### src/rtl/cpu_sequencer.sv
// Control-unit FSM for the 8-bit accumulator CPU: fetch/decode/execute strobe
// generation with memory wait holds and a saturating retired-instruction counter.
module cpu_sequencer #(
  parameter int WORD_W = 8,
  parameter int OP_W   = 3,
  parameter int CNT_W  = 16
) (
  input  logic             clock,
  input  logic             n_reset,
  input  logic [OP_W-1:0]  op,
  input  logic             z_flag,
  input  logic             mem_ready,
  output logic             PC_bus,
  output logic             Addr_bus,
  output logic             ACC_bus,
  output logic             load_PC,
  output logic             INC_PC,
  output logic             load_IR,
  output logic             load_MAR,
  output logic             load_ACC,
  output logic             ALU_ACC,
  output logic             ALU_add,
  output logic             ALU_sub,
  output logic             ALU_xor,
  output logic             CS,
  output logic             R_NW,
  output logic             halted,
  output logic [CNT_W-1:0] instr_count,
  output logic [2:0]       state_o
);

  if (OP_W > WORD_W) begin : g_bad_op_w
    $error("cpu_sequencer: opcode field wider than the bus word");
  end

  localparam logic [OP_W-1:0] OP_LOAD  = OP_W'(0);
  localparam logic [OP_W-1:0] OP_STORE = OP_W'(1);
  localparam logic [OP_W-1:0] OP_ADD   = OP_W'(2);
  localparam logic [OP_W-1:0] OP_SUB   = OP_W'(3);
  localparam logic [OP_W-1:0] OP_XOR   = OP_W'(4);
  localparam logic [OP_W-1:0] OP_JMP   = OP_W'(5);
  localparam logic [OP_W-1:0] OP_BZ    = OP_W'(6);
  localparam logic [OP_W-1:0] OP_HALT  = OP_W'(7);

  typedef enum logic [2:0] {
    S_FETCH0 = 3'd0,
    S_FETCH1 = 3'd1,
    S_DECODE = 3'd2,
    S_EXEC   = 3'd3,
    S_HALT   = 3'd4
  } state_t;

  typedef struct packed {
    logic pc_bus;
    logic addr_bus;
    logic acc_bus;
    logic load_pc;
    logic inc_pc;
    logic load_ir;
    logic load_mar;
    logic load_acc;
    logic alu_acc;
    logic alu_add;
    logic alu_sub;
    logic alu_xor;
    logic cs;
    logic r_nw;
  } strobes_t;

  state_t          state_q, state_d;
  logic [OP_W-1:0] op_q, op_d;
  logic [CNT_W-1:0] cnt_q, cnt_d;
  logic            retire;
  strobes_t        raw, st;

  // State, latched opcode and counter registers
  always_ff @(posedge clock or negedge n_reset) begin
    if (!n_reset) begin
      state_q <= S_FETCH0;
      op_q    <= '0;
      cnt_q   <= '0;
    end else begin
      state_q <= state_d;
      op_q    <= op_d;
      cnt_q   <= cnt_d;
    end
  end

  // Next-state logic
  always_comb begin
    state_d = state_q;
    case (state_q)
      S_FETCH0: state_d = S_FETCH1;
      S_FETCH1: state_d = mem_ready ? S_DECODE : S_FETCH1;
      S_DECODE: begin
        case (op)
          OP_JMP, OP_BZ: state_d = S_FETCH0;
          OP_HALT:       state_d = S_HALT;
          default:       state_d = S_EXEC;
        endcase
      end
      S_EXEC:   state_d = mem_ready ? S_FETCH0 : S_EXEC;
      S_HALT:   state_d = S_HALT;
      default:  state_d = S_FETCH0;
    endcase
  end

  // Retirement: EXEC completion, or in DECODE for instructions with no EXEC phase
  always_comb begin
    retire = 1'b0;
    op_d   = op_q;
    if (state_q == S_DECODE) begin
      op_d   = op;
      retire = (op == OP_JMP) || (op == OP_BZ) || (op == OP_HALT);
    end else if (state_q == S_EXEC) begin
      retire = mem_ready;
    end
    cnt_d = (retire && (cnt_q != {CNT_W{1'b1}})) ? cnt_q + CNT_W'(1) : cnt_q;
  end

  // Moore strobe decode, with op/z_flag in DECODE and latched op in EXEC
  always_comb begin
    raw = '0;
    case (state_q)
      S_FETCH0: begin
        raw.pc_bus   = 1'b1;
        raw.load_mar = 1'b1;
        raw.inc_pc   = 1'b1;
        raw.load_pc  = 1'b1;
      end
      S_FETCH1: begin
        raw.cs      = 1'b1;
        raw.r_nw    = 1'b1;
        raw.load_ir = mem_ready;
      end
      S_DECODE: begin
        case (op)
          OP_LOAD, OP_STORE, OP_ADD, OP_SUB, OP_XOR: begin
            raw.addr_bus = 1'b1;
            raw.load_mar = 1'b1;
          end
          OP_JMP: begin
            raw.addr_bus = 1'b1;
            raw.load_pc  = 1'b1;
          end
          OP_BZ: begin
            raw.addr_bus = z_flag;
            raw.load_pc  = z_flag;
          end
          default: ;
        endcase
      end
      S_EXEC: begin
        raw.cs = 1'b1;
        case (op_q)
          OP_STORE: raw.acc_bus = 1'b1;
          OP_LOAD: begin
            raw.r_nw     = 1'b1;
            raw.load_acc = mem_ready;
          end
          OP_ADD, OP_SUB, OP_XOR: begin
            raw.r_nw     = 1'b1;
            raw.load_acc = mem_ready;
            raw.alu_acc  = 1'b1;
            raw.alu_add  = (op_q == OP_ADD);
            raw.alu_sub  = (op_q == OP_SUB);
            raw.alu_xor  = (op_q == OP_XOR);
          end
          default: ;
        endcase
      end
      default: ;
    endcase
  end

  // Strobes are killed combinationally while reset is held
  assign st = n_reset ? raw : '0;

  assign PC_bus      = st.pc_bus;
  assign Addr_bus    = st.addr_bus;
  assign ACC_bus     = st.acc_bus;
  assign load_PC     = st.load_pc;
  assign INC_PC      = st.inc_pc;
  assign load_IR     = st.load_ir;
  assign load_MAR    = st.load_mar;
  assign load_ACC    = st.load_acc;
  assign ALU_ACC     = st.alu_acc;
  assign ALU_add     = st.alu_add;
  assign ALU_sub     = st.alu_sub;
  assign ALU_xor     = st.alu_xor;
  assign CS          = st.cs;
  assign R_NW        = st.r_nw;
  assign halted      = (state_q == S_HALT);
  assign instr_count = cnt_q;
  assign state_o     = state_q;

endmodule
### config.mk
export PLATFORM = sky130hd
export DESIGN_NAME = cpu_sequencer
export DESIGN_NICKNAME = d
export VERILOG_FILES = /design/src/rtl/cpu_sequencer.sv
export SDC_FILE = /design/constraint.sdc
export NUM_CORES = 1
export LEC_CHECK = 0
export ABC_AREA = 1
export BUFFER_PORTS_ARGS = -buffer_cell sky130_fd_sc_hd__buf_2
export CAP_MARGIN = 20
export CORE_AREA = 2 2 54 56
export DETAILED_ROUTE_END_ITERATION = 8
export DIE_AREA = 0 0 56 58
export GPL_ROUTABILITY_DRIVEN = 0
export PLACE_DENSITY = 0.84
export SYNTH_ARGS = -nofsm -noshare
export SYNTH_HDL_FRONTEND = slang
export SYNTH_SLANG_ARGS = --single-unit
### constraint.sdc
create_clock -name clock -period 3.3 [get_ports clock]
set_clock_uncertainty 0.1 [all_clocks]
set_input_delay 0.495 -clock clock [delete_from_list [all_inputs] [get_ports clock]]
set_output_delay 0.495 -clock clock [all_outputs]
set_load 0.01 [all_outputs]
==> impl_metrics.json <==
{
  "status": "finished clean",
  "p_total_uw": 967,
  "cap_violations": 0,
  "synthSimpleGateAreaFrac_pct": 41.3,
  "hold_viol": 0,
  "muxShareOfSynthArea_pct": 0,
  "synth_xor_area_share_pct": 4.30,
  "antenna_found_initial": 0,
  "grt_pass1_wl_um": 5650,
  "diodes": 0,
  "clk_pin_slew_ns": 0.13,
  "crit_fanout": 24,
  "power.leakage_uw": 0.000938,
  "finalCritPeriodShare_pct": 69.6,
  "postCtsResizedCells": 0,
  "cts.path.max_buffers": 2,
  "firstDrtPassIters": 4,
  "setup_viol": 0,
  "multi_input_area_sq_um": 757,
  "final_nets": 263,
  "critPathLaunchType": "primary input",
  "die_width_um": 56,
  "wirelength_um": 3180,
  "final_layout_size_suffix_gt1_share_pct": 22.0,
  "synth.avg_cell_area_sq_um": 6.69,
  "core_area_sq_um": 2660,
  "synth_adder_area_share_pct": 0.878,
  "cts_hold_buf": 0,
  "synth-compound-area-share_pct": 6.67,
  "die_y_um": 58,
  "track_usage_pct": 21.8,
  "worstPathRequired_ns": 2.70,
  "ant_nets": 0,
  "netlist_instances": 213,
  "hold_class": "in2async",
  "slew_headroom_pct": 59.2,
  "first_iter_violations": 57,
  "portBuffers": 40,
  "drc": 0,
  "avgRoutedWirePerCell_um": 11.1,
  "cts_buffers": 3,
  "cts-htree-levels": 1,
  "setup_tns_ns": 0,
  "grt_start_max_net_pins": 25,
  "grt_pass1_vias": 1361,
  "cts_tree": "built",
  "dp_cells": 281,
  "ir_drop_mv": 0.340,
  "ys_seq_elements": 22,
  "cts-root-buf": "clkbuf_4",
  "cts_setup_buffers": 0,
  "end_kind": "output port",
  "synthToLayoutAreaGrowth_pct": 18.8,
  "synth_fp_nets": 221,
  "start_util_pct": 53.5,
  "ios": 41,
  "vias": 1457,
  "max_slew.worst_pin.slew_ns": 0.611,
  "crit_type": "in2out",
  "fp.dieArea_sq_um": 3250,
  "cts_sinks": 22,
  "synth_cell_types": 29,
  "fillers": 279,
  "max_freq_ghz": 0.435,
  "via_per_inst": 5.11,
  "num_rows": 19,
  "dpl.hpwl_um": 2410,
  "register_area_sq_um": 551,
  "cellPowerDensity_nw_per_um2": 571,
  "clk-insertion-delay-late_ns": 0.32,
  "rsz0062_at_grt": "no",
  "yosysSeqAreaShare_pct": 38.6,
  "grt-ovfl-total": 0,
  "period_minus_slack_ns": 2.30,
  "arrival_ns": 1.70,
  "yosysWarnings": 0,
  "syn-cell-area_sq_um": 1430,
  "timing.final.max_slew_violations": 0,
  "synth_top_family_by_area": "simple AND/OR/NAND/NOR gates",
  "final_cells": 285
}
[state kept, by name, indices dropped and copies added (netlist names)]
signal       count
op_q             3
instr_count     16
state_o          3
[cell type report]
| class | instances | area share [%] |
|---|---|---|
| clock buffer | 3 | 1.33 |
| clock inverter | 1 | 1.77 |
| inverter | 23 | 5.10 |
| multi-input combinational | 164 | 44.7 |
| sequential | 22 | 32.5 |
| tap | 31 | 2.29 |
| timing repair buffer | 41 | 12.3 |
[where the power goes]
group | internal, uW | switching, uW
logic | 132 | 232
registers | 322 | 72.9
clock network | 123 | 84.3
total | 577 | 390
[Yosys cell counts]
cell,number,area [sq um]
a211oi_1,1,7.51
a21boi_0,1,7.51
a21oi_1,3,15.0
a31o_2,1,8.76
a31oi_1,1,6.26
buf_2,1,5.00
buf_4,2,15.0
buf_6,1,11.3
dfrtp_1,22,551
ha_1,1,12.5
inv_1,20,75.1
inv_2,3,11.3
nand2_1,88,330
nand2_2,2,12.5
nand2_4,1,11.3
nand3_1,11,55.1
nand3b_1,1,7.51
nand4_1,5,31.3
nor2_1,25,93.8
nor2_2,3,18.8
nor2_4,1,11.3
nor3_1,2,10.0
nor4_1,1,6.26
o21ai_0,6,30.0
o21ai_1,1,5.00
o221ai_1,1,8.76
o22ai_1,1,6.26
xnor2_1,4,35.0
xor2_1,3,26.3
[stage by stage]
step	utilization [%]	area (sq um)	hold WS, ns	worst slack [ns]
final	63.6	1690	0.0260	1.00
after global routing	63.6	1690	0.0440	0.687
after floorplan	-	1430	0.0994	1.29
after global placement	61.6	1640	0.390	1.04
after CTS	63.6	1690	0.0382	0.969
after detailed placement	61.6	1640	0.392	0.970
[critical path: stages]
cell and delay [ns]:
buf_2 0.07, buf_4 0.28, inv_1 0.13, nor2_1 0.20, nand2_1 0.14, nor4_1 0.19, buf_2 0.18
[cell usage in the layout (no fill, tap or decap), types with 2 or more instances in the layout]
| master | synthesis | layout |
|---|---|---|
| xnor2_1 | 4 | 4 |
| nor3_1 | 2 | 2 |
| nor2_2 | 3 | 3 |
| o21ai_0 | 6 | 6 |
| buf_2 | 1 | 40 |
| clkbuf_4 | 0 | 3 |
| inv_1 | 20 | 20 |
| dfrtp_1 | 22 | 22 |
| xor2_1 | 3 | 3 |
| nand2_1 | 88 | 88 |
| nor2_1 | 25 | 25 |
| nand2_2 | 2 | 2 |
| a21oi_1 | 3 | 3 |
| inv_2 | 3 | 3 |
| nand3_1 | 11 | 11 |
| nand4_1 | 5 | 5 |
[per-layer routing]
metal / GRT usage, % / vias to the layer above / part of all wire (%)
met4: 7.48 / 0 / 1.1
met1: 26.6 / 658 / 44
li1: - / 751 / -
met3: 2.68 / 5 / 6.6
met5: 0 / - / 0
met2: 40.0 / 43 / 49
[logic make-up after synthesis]
family,count (synthesis)
buffers and inverters,27
and+or+nand+nor,140
DFF,22
adders and majority gates,1
xor gates and xnor gates,7
AOI/OAI and AO/OA,16
[final timing paths]
check / startpoint / endpoint / slack [ns] / cells after the start
worst min register to register: op_q[1]$_DFFE_PN0P_ / op_q[1]$_DFFE_PN0P_ / 0.47 / 2
worst min-delay path: n_reset / op_q[2]$_DFFE_PN0P_ / 0.03 / 2
worst max-delay path: n_reset / ACC_bus / 1.00 / 7
max in group asynchronous: n_reset / state_o[2]$_DFF_PN0_ / 2.83 / 2
worst max register to register: instr_count[0]$_DFFE_PN0P_ / instr_count[11]$_DFFE_PN0P_ / 1.33 / 8
min in group clock: op[2] / op_q[2]$_DFFE_PN0P_ / 0.33 / 3
Note: power is estimated with default switching activity, not from simulation.
